==> src/rtl/seq_alu.sv <==
// seq_alu: registered, multi-cycle execute-stage ALU.
//
// Ops (ctrl): 1 ADD, 2 SUB, 4 MUL, 8 DIV, C AND, E OR, F ADD without flag update.
// ADD/SUB/logic ops finish in one cycle. MUL is shift-add and DIV is restoring
// division, each taking one bit per cycle over WIDTH cycles.
//
// Handshake: start is sampled only in IDLE. The op is accepted on a clock edge
// where state is IDLE and start=1. Operands and opcode are latched on that edge
// and ignored afterwards. busy is high while an iterative op runs. done is a
// one-cycle pulse, and out/r0/overflow_flag/err are valid from the done cycle
// until the next done. A start that arrives while busy or in the done cycle is
// dropped, not queued.
//
// Ports:
//   clk, reset (async, active-low)
//   start, ctrl[3:0], in1/in2[WIDTH-1:0] (signed)   - request
//   busy, done                                      - status
//   out, r0 [WIDTH-1:0], overflow_flag, err         - results
//   dbg_state[1:0]                                  - FSM state (0 IDLE, 1 ITER, 2 FIN)
//   zero_flag, neg_flag                             - only with SEQ_ALU_STATUS_EN
//
// Optional feature macro: SEQ_ALU_STATUS_EN adds the registered zero/negative
// flags of out.
module seq_alu #(
  parameter int WIDTH = 16,
  parameter int CNT_W = $clog2(WIDTH) + 1
) (
  input  logic             clk,
  input  logic             reset,
  input  logic             start,
  input  logic [3:0]       ctrl,
  input  logic [WIDTH-1:0] in1,
  input  logic [WIDTH-1:0] in2,
  output logic             busy,
  output logic             done,
  output logic [WIDTH-1:0] out,
  output logic [WIDTH-1:0] r0,
  output logic             overflow_flag,
  output logic [1:0]       dbg_state,
  output logic             err
`ifdef SEQ_ALU_STATUS_EN
  ,
  output logic             zero_flag,
  output logic             neg_flag
`endif
);

  localparam logic [3:0] OP_ADD  = 4'h1;
  localparam logic [3:0] OP_SUB  = 4'h2;
  localparam logic [3:0] OP_MUL  = 4'h4;
  localparam logic [3:0] OP_DIV  = 4'h8;
  localparam logic [3:0] OP_AND  = 4'hC;
  localparam logic [3:0] OP_OR   = 4'hE;
  localparam logic [3:0] OP_ADDF = 4'hF;

  typedef enum logic [1:0] {S_IDLE = 2'd0, S_ITER = 2'd1, S_FIN = 2'd2} state_e;

  state_e             state_q, state_d;
  logic [3:0]         op_q, op_d;
  logic [CNT_W-1:0]   cnt_q, cnt_d;
  logic [WIDTH-1:0]   mag_q, mag_d;   // multiplicand or divisor magnitude
  logic [WIDTH-1:0]   hi_q, hi_d;     // partial product high half / partial remainder
  logic [WIDTH-1:0]   lo_q, lo_d;     // multiplier bits / dividend bits becoming quotient
  logic               qneg_q, qneg_d; // product or quotient is negative
  logic               rneg_q, rneg_d; // remainder is negative (sign of in1)
  logic [WIDTH-1:0]   out_q, out_d;
  logic [WIDTH-1:0]   r0_q, r0_d;
  logic               ovf_q, ovf_d;
  logic               err_q, err_d;

  // ---------------- FSM: state register ----------------
  always_ff @(posedge clk or negedge reset) begin
    if (!reset) state_q <= S_IDLE;
    else        state_q <= state_d;
  end

  // ---------------- FSM: next state ----------------
  always_comb begin
    state_d = state_q;
    case (state_q)
      S_IDLE: if (start) begin
        if (ctrl == OP_MUL || (ctrl == OP_DIV && in2 != '0)) state_d = S_ITER;
        else                                                 state_d = S_FIN;
      end
      S_ITER: if (cnt_q == CNT_W'(1)) state_d = S_FIN;
      S_FIN:  state_d = S_IDLE;
      default: state_d = S_IDLE;
    endcase
  end

  // ---------------- FSM: outputs ----------------
  always_comb begin
    busy      = (state_q == S_ITER);
    done      = (state_q == S_FIN);
    dbg_state = state_q;
  end

  // ---------------- single-cycle datapath ----------------
  logic             sa, sb;
  logic [WIDTH-1:0] mag_a, mag_b, sum, diff;
  logic             add_ovf, sub_ovf;
  always_comb begin
    sa      = in1[WIDTH-1];
    sb      = in2[WIDTH-1];
    // Unsigned magnitudes; the most negative value maps to 2^(WIDTH-1), which still fits.
    mag_a   = sa ? -in1 : in1;
    mag_b   = sb ? -in2 : in2;
    sum     = in1 + in2;
    diff    = in1 - in2;
    add_ovf = (sa == sb) && (sum[WIDTH-1] != sa);
    sub_ovf = (sa != sb) && (diff[WIDTH-1] != sa);
  end

  // ---------------- iterative step ----------------
  logic [WIDTH:0]     mul_sum, rem_sh, rem_sub;
  logic               rem_ge;
  logic [WIDTH-1:0]   step_hi, step_lo;
  logic [2*WIDTH-1:0] prod_mag, prod_s;
  logic [WIDTH-1:0]   fin_out, fin_r0, quo_s, rem_s;
  logic               fin_ovf;
  always_comb begin
    // MUL: conditional add then shift the {carry,hi,lo} pair right by one.
    mul_sum = {1'b0, hi_q} + (lo_q[0] ? {1'b0, mag_q} : '0);
    // DIV: shift next dividend bit into the remainder, subtract divisor if it fits.
    rem_sh  = {hi_q, lo_q[WIDTH-1]};
    rem_ge  = (rem_sh >= {1'b0, mag_q});
    rem_sub = rem_sh - {1'b0, mag_q};
    if (op_q == OP_MUL) begin
      step_hi = mul_sum[WIDTH:1];
      step_lo = {mul_sum[0], lo_q[WIDTH-1:1]};
    end else begin
      step_hi = rem_ge ? rem_sub[WIDTH-1:0] : rem_sh[WIDTH-1:0];
      step_lo = {lo_q[WIDTH-2:0], rem_ge};
    end
    // Sign correction of the final step's result.
    prod_mag = {step_hi, step_lo};
    prod_s   = qneg_q ? -prod_mag : prod_mag;
    quo_s    = qneg_q ? -step_lo : step_lo;
    rem_s    = rneg_q ? -step_hi : step_hi;
    if (op_q == OP_MUL) begin
      fin_out = prod_s[WIDTH-1:0];
      fin_r0  = prod_s[2*WIDTH-1:WIDTH];
      fin_ovf = (fin_r0 != {WIDTH{fin_out[WIDTH-1]}});
    end else begin
      fin_out = quo_s;
      fin_r0  = rem_s;
      // Only MIN / -1 yields a positive quotient magnitude of 2^(WIDTH-1).
      fin_ovf = step_lo[WIDTH-1] & ~qneg_q;
    end
  end

  // ---------------- datapath next state ----------------
  always_comb begin
    op_d   = op_q;
    cnt_d  = cnt_q;
    mag_d  = mag_q;
    hi_d   = hi_q;
    lo_d   = lo_q;
    qneg_d = qneg_q;
    rneg_d = rneg_q;
    out_d  = out_q;
    r0_d   = r0_q;
    ovf_d  = ovf_q;
    err_d  = err_q;
    if (state_q == S_IDLE && start) begin
      op_d = ctrl;
      case (ctrl)
        OP_ADD:  begin out_d = sum;  r0_d = '0; ovf_d = add_ovf; err_d = 1'b0; end
        OP_ADDF: begin out_d = sum;  r0_d = '0;                  err_d = 1'b0; end
        OP_SUB:  begin out_d = diff; r0_d = '0; ovf_d = sub_ovf; err_d = 1'b0; end
        OP_AND:  begin out_d = in1 & in2; r0_d = '0; ovf_d = 1'b0; err_d = 1'b0; end
        OP_OR:   begin out_d = in1 | in2; r0_d = '0; ovf_d = 1'b0; err_d = 1'b0; end
        OP_MUL: begin
          mag_d  = mag_a;
          hi_d   = '0;
          lo_d   = mag_b;
          qneg_d = sa ^ sb;
          cnt_d  = CNT_W'(WIDTH);
        end
        OP_DIV: begin
          if (in2 == '0) begin
            out_d = '1; r0_d = in1; ovf_d = 1'b0; err_d = 1'b1;
          end else begin
            mag_d  = mag_b;
            hi_d   = '0;
            lo_d   = mag_a;
            qneg_d = sa ^ sb;
            rneg_d = sa;
            cnt_d  = CNT_W'(WIDTH);
          end
        end
        default: err_d = 1'b1; // illegal opcode: results keep their values
      endcase
    end else if (state_q == S_ITER) begin
      hi_d  = step_hi;
      lo_d  = step_lo;
      cnt_d = cnt_q - CNT_W'(1);
      if (cnt_q == CNT_W'(1)) begin
        out_d = fin_out;
        r0_d  = fin_r0;
        ovf_d = fin_ovf;
        err_d = 1'b0;
      end
    end
  end

  always_ff @(posedge clk or negedge reset) begin
    if (!reset) begin
      op_q   <= '0;
      cnt_q  <= '0;
      mag_q  <= '0;
      hi_q   <= '0;
      lo_q   <= '0;
      qneg_q <= 1'b0;
      rneg_q <= 1'b0;
      out_q  <= '0;
      r0_q   <= '0;
      ovf_q  <= 1'b0;
      err_q  <= 1'b0;
    end else begin
      op_q   <= op_d;
      cnt_q  <= cnt_d;
      mag_q  <= mag_d;
      hi_q   <= hi_d;
      lo_q   <= lo_d;
      qneg_q <= qneg_d;
      rneg_q <= rneg_d;
      out_q  <= out_d;
      r0_q   <= r0_d;
      ovf_q  <= ovf_d;
      err_q  <= err_d;
    end
  end

  assign out           = out_q;
  assign r0            = r0_q;
  assign overflow_flag = ovf_q;
  assign err           = err_q;

`ifdef SEQ_ALU_STATUS_EN
  logic zero_q, zero_d, negf_q, negf_d;
  logic legal_start;
  always_comb begin
    // Flags follow out on every legal completion; illegal opcodes leave them alone.
    legal_start = 1'b0;
    case (ctrl)
      OP_ADD, OP_SUB, OP_MUL, OP_DIV, OP_AND, OP_OR, OP_ADDF: legal_start = 1'b1;
      default: legal_start = 1'b0;
    endcase
    zero_d = zero_q;
    negf_d = negf_q;
    if ((state_q == S_IDLE && start && legal_start && state_d == S_FIN) ||
        (state_q == S_ITER && cnt_q == CNT_W'(1))) begin
      zero_d = (out_d == '0);
      negf_d = out_d[WIDTH-1];
    end
  end

  always_ff @(posedge clk or negedge reset) begin
    if (!reset) begin
      zero_q <= 1'b0;
      negf_q <= 1'b0;
    end else begin
      zero_q <= zero_d;
      negf_q <= negf_d;
    end
  end

  assign zero_flag = zero_q;
  assign neg_flag  = negf_q;
`endif

endmodule

==> config.mk <==
export PLATFORM = sky130hd
export DESIGN_NAME = seq_alu
export DESIGN_NICKNAME = d
export VERILOG_FILES = /design/src/rtl/seq_alu.sv
export SDC_FILE = /design/constraint.sdc
export NUM_CORES = 1
export LEC_CHECK = 0
export CORE_AREA = 4 4 154 156
export CTS_CLUSTER_DIAMETER = 40
export DETAILED_ROUTE_END_ITERATION = 10
export DIE_AREA = 0 0 158 160
export HOLD_SLACK_MARGIN = 0.05
export PLACE_DENSITY = 0.69
export REMOVE_ABC_BUFFERS = 1
export SLEW_MARGIN = 20
export SYNTH_ARGS = -nofsm -noshare
export SYNTH_HDL_FRONTEND = slang
export SYNTH_SLANG_ARGS = --single-unit
==> constraint.sdc <==
create_clock -name clk -period 8.4 [get_ports clk]
set_input_delay 1.26 -clock clk [delete_from_list [all_inputs] [get_ports clk]]
set_output_delay 1.26 -clock clk [all_outputs]
set_load 0.01 [all_outputs]
---- Word-level counts from Yosys, hierarchy flattened ----
Index checks and enable logic that the tools add are counted.
storage, ports and cells
  logic and storage cells ................. 129
  bits in registers ....................... 95
  output and inout port bits .............. 38
  input port bits ......................... 39
cells by class
  bitwise gates (word level) .............. 6
  multiplexer cells ....................... 52
  $add $sub $neg .......................... 10
  order comparisons ....................... 1
  eq/ne operators ......................... 26
  reductions and logical operators ........ 22
operators with widths
  cell                                           number
  two-way mux 16 bit                             25
  one-hot mux 16 bit (2 select lines)            4
  one-hot mux 16 bit (5 select lines)            1
  negation 16 bit                                4
  two-way mux 32 bit                             1
  negation 32 bit                                1
  subtractor 16 bit                              2
  adder 16 x 16 -> 17 bit                        1
  greater-or-equal comparator 17 x 16 -> 1 bit   1
  adder 16 bit                                   1
  bitwise AND 16 bit                             1
  == test 4 bit, second input constant           4
  zero test 16 bit                               1
  inequality test 16 bit                         1
  bitwise OR 16 bit                              1
  AND reduction 4 bit                            4
  nonzero test 16 bit                            1
  two-way mux 5 bit                              3
  two-way mux 1 bit                              10
  one-hot mux 5 bit (2 select lines)             1
  inequality test 3 bit, second input constant   3
  AND reduction 3 bit                            3
  == test 4 x 3 -> 1 bit, second input constant  2
  two-way mux 2 bit                              3
  27 further kinds                               38

---- Logic depth before layout (Yosys ltp) ----
  word-level depth ........................ 10
  gate-level depth with buffers ........... 25
  mapped depth without buffers ............ 23

---- Worst setup path after synthesis ----
OpenSTA, ideal clock, no wires.
  path kind ............................... flip-flop to flip-flop
  from .................................... register op_q[1]
  to ...................................... register ovf_q (netlist: overflow_flag)
  slack ................................... 2.777 ns
  data required time ...................... 8.269 ns
  period minus slack after synthesis ...... 5.623 ns
  arrival ................................. 5.493 ns
  cell stages (with the launch flop) ...... 24
  buffers on the path ..................... 7
  library setup time ...................... 0.131 ns
  cell sequence ........................... dfrtp_1 -> or4b_1 -> buf_2 -> buf_2 -> clkbuf_1 -> clkbuf_1 -> buf_1 -> clkbuf_1 -> buf_1 -> o21ai_0 -> ha_1 -> or4b_1 -> nor3_1 -> o21ai_1 -> nor2_1 -> nand2_1 -> nor4_1 -> nand3_1 -> o21a_1 -> mux2_2 -> nand4_1 -> nor4_1 -> o2111a_1 -> o31ai_1
between the ends
  cells in the longest elaborated chain, start to end .. 9
  elaborated cells between the ends (all ways) .. 11
  those cells by class .................... add/sub (1); eq/ne (2); mux (7); bitwise (1)
ends and longest elaborated chain
  what                        line      RTL
  start, declared             59        logic [3:0] op_q, op_d;
  start signal, assigned      221       op_q <= op_d;
  == test 4 x 3 -> 1 bit (*)  128, 140
  two-way mux 16 bit          128       if (op_q == OP_MUL) begin
  negation 32 bit             137       prod_s = qneg_q ? -prod_mag : prod_mag;
  two-way mux 32 bit          137
  inequality test 16 bit      143       fin_ovf = (fin_r0 != {WIDTH{fin_out[WIDTH-1]}});
  two-way mux 1 bit (*)       140       if (op_q == OP_MUL) begin
  two-way mux 1 bit (*)       198       if (cnt_q == CNT_W'(1)) begin
  two-way mux 1 bit (*)       194       end else if (state_q == S_ITER) begin
  two-way mux 1 bit (*)       165       if (state_q == S_IDLE && start) begin
  end signal, assigned        230       ovf_q <= ovf_d;
  end, declared               68        logic ovf_q, ovf_d;
Every way passes the cells marked *; elsewhere a longest branch is shown, timed or not. The select of a mux whose other input is x is not followed.
A chain may end at the register's enable or synchronous reset.

---- Final worst setup path ----
  from .................................... register hi_q[0]
  to ...................................... register ovf_q (netlist: overflow_flag)
between the ends
  cells in the longest elaborated chain, start to end .. 10
  elaborated cells between the ends (all ways) .. 14
  those cells by class .................... add/sub (3); order compare (1); eq/ne (1); mux (8); bitwise (1)
ends and longest elaborated chain
  what                                                                                      line      RTL
  start, declared                                                                           62        logic [WIDTH-1:0] hi_q, hi_d;
  start signal, assigned                                                                    224       hi_q <= hi_d;
  subtractor 16 bit / greater-or-equal comparator 17 x 16 -> 1 bit (equally long branches)  127, 126
  two-way mux 16 bit                                                                        132       step_hi = rem_ge ? rem_sub[WIDTH-1:0] : rem_sh[WIDTH-1:0];
  two-way mux 16 bit                                                                        128
  negation 32 bit                                                                           137
  two-way mux 32 bit                                                                        137
  inequality test 16 bit                                                                    143
  two-way mux 1 bit (*)                                                                     140
  two-way mux 1 bit (*)                                                                     198
  two-way mux 1 bit (*)                                                                     194
  two-way mux 1 bit (*)                                                                     165
Marks and branches as above.

==> run summary <==
Result of the run = finished, final reports clean
Top post-synthesis cells by count = nand2_1 (159), o21ai_0 (152), nor2_1 (143)
Overall fraction of global-route tracks in use = 0.302
Hold buffer count at CTS = 0
Post-Syn Instances = 1516
Largest stage delay on the critical path = 0.51 ns
Final number of setup-violating endpoints = 0
DPL Wire Length = 29200 um
Final layout net count = 1664
Library cell occupying the most area in the post-synthesis netlist = dfrtp_1
Die width = 158 um
Clock tree from TritonCTS = done
Total number of clock tree sinks = 95
Placed insts = 1810
Required time worst endpoint = 8.63 ns
Unrepaired setup endpoints after global routing = false
Top Ports = 77
Internal power contribution = 2.27 mW
Total length of routed wires = 38900 um
Final weighted congestion in routability-driven placement = 0.945
Power share of the combinational group = 0.735
Number of global-route vias before repair = 11300
Final worst path period share = 0.740
Crit path max-delay cell type = or4b_1
Classification of the worst-slack hold path = flip-flop to flip-flop
Cell variety after synth = 85
Die Y-Extent = 160 um
Iter 0 DRT Violations = 1124
Core Rows = 55
Number of buffers inserted by post-CTS setup repair = 0
Starting density of the core = 0.495
Average wire length per cell after detail routing = 21.3 um
Portion of synthesized cell area occupied by the leading cell type = 0.215
Resized cells post-CTS = 0
Actual transition at the worst max-transition pin = 1.11 ns
Finished Core Util = 0.552
Antenna violations before repair = 0
Root Buffer = clkbuf_16
Cell-by-cell trace of the critical path = ha_1, nor2b_1, o31a_1, o31a_4, o21a_1, nor2_4, nand2_1, o21ai_0, ha_1, or4b_1, nor3_1, o21ai_1, nor2_1, nand2_1, nor4_1, nand3_1, o21a_1, mux2_2, nand4_1, nor4_1, o2111a_1, o31ai_1
Crit Path Class = flip-flop to flip-flop
Leakage power = 5.27 nW
Fraction of synthesis flops using an asynchronous set or reset pin = 1.00
Flip-flop and latch count after synthesis = 95
Clock tree buffer depth = 2
Worst-skew pair later-pin latency = 0.37 ns
Number of flops mapped to enable cells by yosys = 0
Critical path launch point type = flip-flop
Most used flip-flop cell after synthesis = dfrtp_1
Worst rel slew slack = 0.260
Power density over cell area = 401 nW/um2
Sum of overflow across all layers after global routing = 0
Inserted Diodes = 0
Post-route antenna net violation count = 0
Largest clock skew in the final design = 0.0176 ns
Full die area = 25300 um2
Total of max-cap violations = 0
Most frequent cell after synthesis = nand2_1
Largest net degree at the start of global routing = 61
Endpoint class of the critical path = flip-flop
Share of cells above drive strength 1 = 0.0474
Area Growth Syn to Fin = 11.4%
Max Fclk = 161 MHz
First-pass GRT wire length = 61200 um
Ranking of synthesized cells by area = dfrtp_1 (21%), ha_1 (9.6%), o21ai_0 (6.9%), nand2_1 (5.4%), a21oi_1 (5.1%)
Count of warnings emitted by yosys = 0
Clock network fraction of design power = 0.092
Net switching power = 2.68 mW
Clock buffers created by TritonCTS = 9
Count of endpoints failing hold in the final timing report = 0
Area of the mapped netlist = 11100 um2
Total vias in the final route = 11900
Worst hold margin = 0.481 ns
Worst-path clk slew = 0.08 ns
Fin crit period = 6.22 ns
Data arrival time of the critical path = 6.44 ns
Core box area = 22400 um2
Router iterations before antenna repair = 6
DRC Markers = 0
Final max-slew violation count = 0
Detail-routed via count per cell = 6.52
Maximum fanout encountered on the critical timing path = 12
Final non-filler cell total = 1826
Portion of total power attributed to sequential cells = 0.173
Sequential element share of the synthesized area = 0.215
Synthesized area per cell = 7.31 um2
Number of buffer cells added on primary ports = 76
Final total negative setup slack = 0 ns
H-tree level count = 3
Sw Ratio = 0.541
Max IR drop VDD = 0.168 mV
[per-layer routing]
layer  GRT usage  routed length, um  part of all wire  vias to the layer above
li1            -                  -                 -                     5537
met3      0.0344               2790             0.072                      108
met2       0.492              18200              0.47                      585
met1       0.406              16300              0.42                     5675
met4       0.122               1530             0.039                        0
met5           0                  0                 0                        -
[logic make-up (layout without fill, tap and decap cells)]
family / Yosys count / in the layout / synth area share
DFF: 95 / 95 / 0.215
and+or+nand+nor: 521 / 521 / 0.222
adders and majority gates: 89 / 89 / 0.103
AOI/OAI and AO/OA: 514 / 514 / 0.302
buffers and inverters: 179 / 204 / 0.0619
muxes: 30 / 30 / 0.0275
xor gates and xnor gates: 88 / 88 / 0.0695
[worst max-delay path, delay by kind of cell (launching register included)]
family                     cells  cell delay, ns
muxes                          1            0.22
DFF                            1            0.46
adders and majority gates      2            0.56
and+or+nand+nor               11            2.85
AOI/OAI and AO/OA              8            1.96
[through the flow]
| step | total power, mW | instance area, um2 | setup slack [ns] |
|---|---|---|---|
| finish | 4.95 | 12300 | 2.18 |
| global route | 5.32 | 12300 | 1.80 |
| CTS | 4.89 | 12300 | 2.26 |
| detailed placement | 4.40 | 12000 | 2.31 |
| global placement | 4.38 | 12000 | 2.54 |
| floorplan | 3.28 | 10700 | 1.22 |
[cell usage in the layout (no fill, tap or decap), drive strengths merged, types with 11 or more instances in the layout]
cell / instances
mux2i: 26
and3: 13
a21oi: 114
inv: 97
or3: 16
a31oi: 30
nand4: 13
nand3: 51
nor4: 14
o21ai: 160
o31ai: 19
ha: 85
a21o: 19
nor2: 144
o21a: 13
buf: 19
xnor2: 64
nor3: 46
nor2b: 14
clkdlybuf4s50: 75
xor2: 24
and2: 11
a211oi: 26
nand2: 160
dfrtp: 95
o22ai: 13
[cell type report]
class	instances	area, um2
Clock buffer	9	225
Tap cell	285	357
Sequential cell	95	2380
Clock inverter	7	86.3
Multi-Input combinational cell	1242	8050
Inverter	94	353
Timing Repair Buffer	94	893
Fill cell	2147	10000
[power by group through the flow]
stage          combinational [mW]  clock, mW  sequential [mW]
2_1_floorplan                2.43          0            0.855
3_3_place_gp                 3.53          0            0.850
3_5_place_dp                 3.54          0            0.860
4_1_cts                      3.57      0.461            0.853
5_1_grt                      3.95      0.477            0.887
6_report                     3.64      0.456            0.857
[flip-flops by register name, summed over array words and instances (netlist names)]
name           cells
overflow_flag      1
dbg_state          2
lo_q              16
out               16
mag_q             16
hi_q              16
err                1
qneg_q             1
r0                16
cnt_q              5
op_q               4
rneg_q             1
[path summary, 6_finish.rpt]
| kind | slack [ns] | from | end | cells after the start |
|---|---|---|---|---|
| max | 2.18 | hi_q[0] | overflow_flag | 22 |
| min | 0.48 | mag_q[12] | mag_q[12] | 2 |
| max reg2reg | 2.18 | hi_q[0] | overflow_flag | 22 |
| min reg2reg | 0.48 | mag_q[12] | mag_q[12] | 2 |
| max in group asynchronous | 6.31 | reset | r0[2] | 2 |
| min in group asynchronous | 0.85 | reset | out[14] | 1 |
(Power assumes the default switching activity.)
